**src/rtl/tcp_rx_fifo.sv**
```systemverilog
// Show-ahead receive byte FIFO behind the Tcp block: tags the first byte of each
// segment and counts bytes lost to overflow.
module tcp_rx_fifo #(
    parameter int unsigned DEPTH  = 16,
    parameter int unsigned ADDR_W = 4,
    parameter int unsigned CNT_W  = 16
) (
    input  logic              CLOCK,
    input  logic              RESET,
    input  logic              dataValid,
    input  logic [7:0]        data,
    input  logic              newpkt,
    output logic              outValid,
    output logic [7:0]        outData,
    output logic              outFirst,
    input  logic              outReady,
    output logic [ADDR_W:0]   level,
    output logic              overflow,
    output logic [CNT_W-1:0]  dropCount
);

    logic [8:0]      mem [DEPTH];
    logic [ADDR_W:0] wr_ptr;
    logic [ADDR_W:0] rd_ptr;
    logic            first_pending;
    logic            empty;
    logic            full;
    logic            push;
    logic            pop;
    logic            drop;
    logic [8:0]      head;

    assign empty = (wr_ptr == rd_ptr);
    assign full  = (wr_ptr[ADDR_W-1:0] == rd_ptr[ADDR_W-1:0]) &&
                   (wr_ptr[ADDR_W] != rd_ptr[ADDR_W]);
    assign pop   = !empty && outReady;
    assign push  = dataValid && (!full || pop);
    assign drop  = dataValid && full && !pop;

    // Head is read straight from storage so the output never depends on the input byte.
    assign head     = mem[rd_ptr[ADDR_W-1:0]];
    assign outValid = !empty;
    assign outData  = empty ? '0 : head[7:0];
    assign outFirst = !empty && head[8];
    assign level    = wr_ptr - rd_ptr;

    always_ff @(posedge CLOCK) begin
        if (!RESET && push) begin
            mem[wr_ptr[ADDR_W-1:0]] <= {first_pending | newpkt, data};
        end
    end

    always_ff @(posedge CLOCK) begin
        if (RESET) begin
            wr_ptr        <= '0;
            rd_ptr        <= '0;
            first_pending <= 1'b1;
            overflow      <= 1'b0;
            dropCount     <= '0;
        end else begin
            if (push) begin
                wr_ptr <= wr_ptr + (ADDR_W+1)'(1);
            end
            if (pop) begin
                rd_ptr <= rd_ptr + (ADDR_W+1)'(1);
            end
            // A dropped tagged byte leaves the flag set for the next stored byte.
            if (push) begin
                first_pending <= 1'b0;
            end else if (newpkt) begin
                first_pending <= 1'b1;
            end
            if (drop) begin
                overflow <= 1'b1;
                if (dropCount != '1) begin
                    dropCount <= dropCount + CNT_W'(1);
                end
            end
        end
    end

endmodule
```
**config.mk**
```make
export PLATFORM = sky130hd
export DESIGN_NAME = tcp_rx_fifo
export DESIGN_NICKNAME = d
export VERILOG_FILES = /design/src/rtl/tcp_rx_fifo.sv
export SDC_FILE = /design/constraint.sdc
export NUM_CORES = 1
export LEC_CHECK = 0
export CAP_MARGIN = 20
export CORE_MARGIN = 2
export CORE_UTILIZATION = 45
export DETAILED_ROUTE_END_ITERATION = 16
export PLACE_DENSITY = 0.72
export SLEW_MARGIN = 30
export SYNTH_ARGS = -nofsm -noshare
export SYNTH_HDL_FRONTEND = slang
export SYNTH_SLANG_ARGS = --single-unit
```
**constraint.sdc**
```tcl
create_clock -name CLOCK -period 2.7 [get_ports CLOCK]
set_input_delay 0.54 -clock CLOCK [delete_from_list [all_inputs] [get_ports CLOCK]]
set_output_delay 0.54 -clock CLOCK [all_outputs]
set_load 0.02 [all_outputs]
```
Word-level counts from Yosys, hierarchy flattened
Memories as Yosys holds them, arrays and structs flattened. A register that Yosys moved wholly into a read port is not among the register bits.
Cells that the tools add are included.

cells by class
  $add $sub $neg = 4
  reductions and logical operators = 14
  bitwise gates (word level) = 1
  equality and inequality tests = 4
  mux-type cells = 7

operators with widths
  cell                                            number
  adder 16 x 1 -> 16 bit (second input constant)  1
  inequality test 16 bit (second input constant)  1
  adder 5 x 1 -> 5 bit (second input constant)    2
  2-to-1 mux 4 bit                                2
  2-to-1 mux 8 bit                                1
  logical AND 1 bit                               7
  == test 5 bit                                   1
  subtractor 5 bit                                1
  == test 4 bit                                   1
  zero test 1 bit                                 4
  2-to-1 mux 1 bit                                4
  AND reduction 2 bit                             1
  nonzero test 2 bit                              1
  logical OR 1 bit                                1
  inequality test 1 bit                           1
  bitwise OR 1 bit                                1

storage, ports and cells
  bits of input ports = 13
  word-level logic and storage cells = 36
  memory bits (writable) = 144
  flip-flop bits (word level) = 28
  output and inout port bits = 32
  memories = 1

memories
  memory  words  width  read ports  clocked after Yosys merged registers in  write ports  RTL line  text
  mem     16     9      1           1                                        1            22        logic [8:0] mem [DEPTH];

Logic depth before layout (Yosys ltp)
  depth after elaboration = 8
  gate-level depth with buffers = 8
  gate-level depth less buffers = 7

Worst setup path before layout
Ideal clock, no wire load.

  kind = reg-to-reg
  start = register wr_ptr[0]
  end = memory mem[5][0], enable pin
  required time = 2.326 ns
  period minus slack after synthesis = 2.463 ns
  library setup time = 0.374 ns
  arrival = 2.089 ns
  setup slack = 0.237 ns
  path buffers = 1
  stages on the path, launching flop included = 8
  path through = dfxtp_1 > inv_1 > ha_1 > and4_1 > a31oi_1 > clkbuf_1 > nand3b_1 > nor2_1

on the way
  cells in the longest elaborated chain, start to end = 8
  elaborated cells on any way between the ends = 11
  classes of those cells = eq/ne: 2; mux: 2; reduce/logical: 7

ends and longest elaborated chain
  element                                                      RTL line  text
  start, declared                                              23        logic [ADDR_W:0] wr_ptr;
  start signal, assigned                                       62        wr_ptr <= wr_ptr + (ADDR_W+1)'(1);
  == test 5 bit / == test 4 bit (equally long branches)        33, 34
  zero test 1 bit / logical AND 1 bit (equally long branches)  36, 34
  logical AND 1 bit / zero test 1 bit (equally long branches)  36, 37
  logical OR 1 bit                                             37        assign push = dataValid && (!full || pop);
  logical AND 1 bit                                            37
  logical AND 1 bit                                            48        if (!RESET && push) begin
  2-to-1 mux 1 bit                                             48
  2-to-1 mux 1 bit (not written as such)                       49        mem[wr_ptr[ADDR_W-1:0]] <= {first_pending | newpkt, data};
  end, declared                                                22

Parallel ways exist; a longest one is shown, timed or not.

==> impl_metrics.json <==
{
  "cts-root-buf": "clkbuf_16",
  "cts_buffer_depth": 2,
  "portBuffers": 44,
  "report.final.slew_viol_count": 0,
  "fin_util": 0.556,
  "status": "finished with violations",
  "crit_top_cell": "mux4_2",
  "gp_congestion": 0.845,
  "violations": "negative setup slack",
  "use_met2": 0.322,
  "syn-num-nets": 442,
  "wirelength_um": 15100,
  "fin_worst_skew_ps": 7.72,
  "stdcell_count": 732,
  "dr.pass1.iters": 4,
  "async_reset_ff_frac": 0,
  "dieArea_mm2": 0.0171,
  "syn_avg_cell_area_um2": 17.3,
  "holdPathStages": 2,
  "grt-busiest-layer": "met2",
  "hold_viol": 0,
  "synth-seq-cells": 176,
  "slew_headroom": 0.635,
  "netlist_instances": 418,
  "fin_crit_ps": 2930,
  "startpoint_type": "register",
  "clk_pin_slew_ps": 60,
  "vias": 3917,
  "ys_types": 43,
  "arrival_ps": 2390,
  "via_per_inst": 5.35,
  "drtIter0Drc": 410,
  "final_cell_mix": "edfxtp_1, nor2_1, mux4_2",
  "drc": 0,
  "grt_usage": 0.195,
  "dp.cells": 693,
  "crit_chain": "buf_12 > buf_16 > mux4_2 > mux4_2 > and2_4 > buf_6",
  "globalRouteOverflowTotal": 0,
  "synth_top_flop_cell": "edfxtp_1",
  "ys_warn_count": 0,
  "setup_ws_ps": -226,
  "wl_per_cell_um": 20.6,
  "mostFrequentLayoutCell": "edfxtp_1",
  "dieWidth_um": 131,
  "finalCritPeriodShare": 1.08,
  "hp-class": "reg -> reg",
  "syn_to_final_growth_pct": 21.4,
  "slowest_stage": "mux4_2",
  "yosysSeqAreaShare": 0.687,
  "max_stage_delay_ps": 510,
  "synth_area_mm2": 0.00723,
  "worst-setup-path-type": "reg -> out",
  "power_density_mw_per_mm2": 721,
  "setup_viol": 9,
  "place_hpwl_um": 9200,
  "h-tree-depth": 4,
  "n_fill_cell": 1255,
  "clock_latency_ps": 420,
  "grt_use_met3": 0.0436,
  "antenna_found_initial": 0,
  "antenna_cells": 0,
  "die_h_um": 131,
  "drtAntennaViolNets": 0,
  "cp_num_buf_inv": 3,
  "worstMarginPinSlew_ps": 546,
  "io_pins": 45,
  "groute.layer.met1.usage": 0.258,
  "cts_tree": "yes",
  "crit_fanout": 6,
  "critical_path_depth": 6,
  "initial_core_util": 0.458,
  "grt_setup_unrepaired": "true",
  "cts_hold_buffers": 0,
  "grt_max_degree": 33,
  "drive_gt1_frac": 0.266,
  "crit_required_ps": 2160,
  "synth_edf_count": 144,
  "p_leak_uw": 0.00287,
  "max_freq_mhz": 342,
  "irDropWorstVdd_uv": 518,
  "grt_first_pass_wirelength_um": 23700,
  "rows": 46,
  "grt_pass1_vias": 4101,
  "cts_made_buffers": 17,
  "cp-end-kind": "output port",
  "drv_cap": 0,
  "cp_top_family": "multiplexers",
  "fin_nets": 527,
  "fp.coreArea_mm2": 0.0158,
  "cts_sinks": 176,
  "r2r_cells": 8
}
## kinds of logic after synthesis
| logic type | share of synthesized area |
|---|---|
| xor gates and xnor gates | 0.0291 |
| adders and majority gates | 0.0201 |
| AOI/OAI and AO/OA | 0.0218 |
| buffers and inverters | 0.0222 |
| DFF | 0.687 |
| muxes | 0.148 |
| and+or+nand+nor | 0.0723 |
## sequential cells by signal (all words and copies together), names as in the netlist, named ones only
name / flops
mem: 144
dropCount: 16
rd_ptr: 5
wr_ptr: 5
first_pending: 1
overflow: 1
## what timing repair did
action | 4_1_cts | 5_1_grt
buffers inserted | 8 | 1
gates cloned | 4 | 0
setup endpoints to repair | 14 | 17
pin swaps | 9 | 2
resized for setup | 90 | 5
## final cells by class
cell class                      instances  area [um2]  share of cell area
Timing Repair Buffer                   83         853              0.0972
Tap cell                              216         270              0.0308
Sequential cell                       176        4970               0.566
Clock buffer                           19         433              0.0493
Multi-Input combinational cell        212        2110               0.241
Clock inverter                         13        88.8              0.0101
Inverter                               13        48.8             0.00556
## stage by stage
stage	total power, uW	TNS, ps	setup slack, ps	hold WS [ps]	area, um2
finish	6330	-1540	-226	477	8780
global route	6590	-2220	-294	520	8780
CTS	6480	-2020	-265	484	8870
detailed placement	4050	-1330	-209	466	8130
global placement	4030	-1150	-185	461	8130
floorplan	3670	0	237	455	7230
## cells in the mapped netlist (all sizes together), types with 3 or more instances
cell | instances | area share
nand2b | 6 | 0.0052
xnor2 | 16 | 0.019
inv | 13 | 0.0068
buf | 13 | 0.013
xor2 | 8 | 0.0097
a21oi | 6 | 0.0042
and3 | 3 | 0.0026
and4 | 3 | 0.0036
nor3 | 3 | 0.0021
nand2 | 12 | 0.0062
a2111oi | 3 | 0.0038
ha | 10 | 0.017
nand4 | 7 | 0.0069
nand3 | 6 | 0.0048
edfxtp | 144 | 0.60
mux4 | 45 | 0.14
and2 | 9 | 0.0078
nor2b | 3 | 0.0026
o211ai | 3 | 0.0031
clkbuf | 4 | 0.0021
a211oi | 3 | 0.0031
dfxtp | 32 | 0.089
nor2 | 48 | 0.025
## tightest hold or removal path: cells and delay by family, from the launching register on
kind	cells	cell delay (ps)
DFF	1	330
and+or+nand+nor	2	120
## final timing paths
kind | startpoint | end | slack, ps
min | overflow | overflow | 480
min reg2reg | overflow | overflow | 480
max | register | outData[6] | -230
max reg2reg | rd_ptr[2] | mem[10][4] | 300
## layer usage
layer,part of all wire,vias to the layer above
met1,0.41,1957
li1,-,1787
met3,0.082,20
met4,0.016,0
met5,0,-
met2,0.50,153
## where the power goes
part / switching [uW] / total, uW / internal, uW
Combinational: 511 / 1160 / 648
Sequential: 28.8 / 2990 / 2970
Clock: 1000 / 2180 / 1180
Total: 1540 / 6330 / 4790
Note: power is estimated with default switching activity, not from simulation.
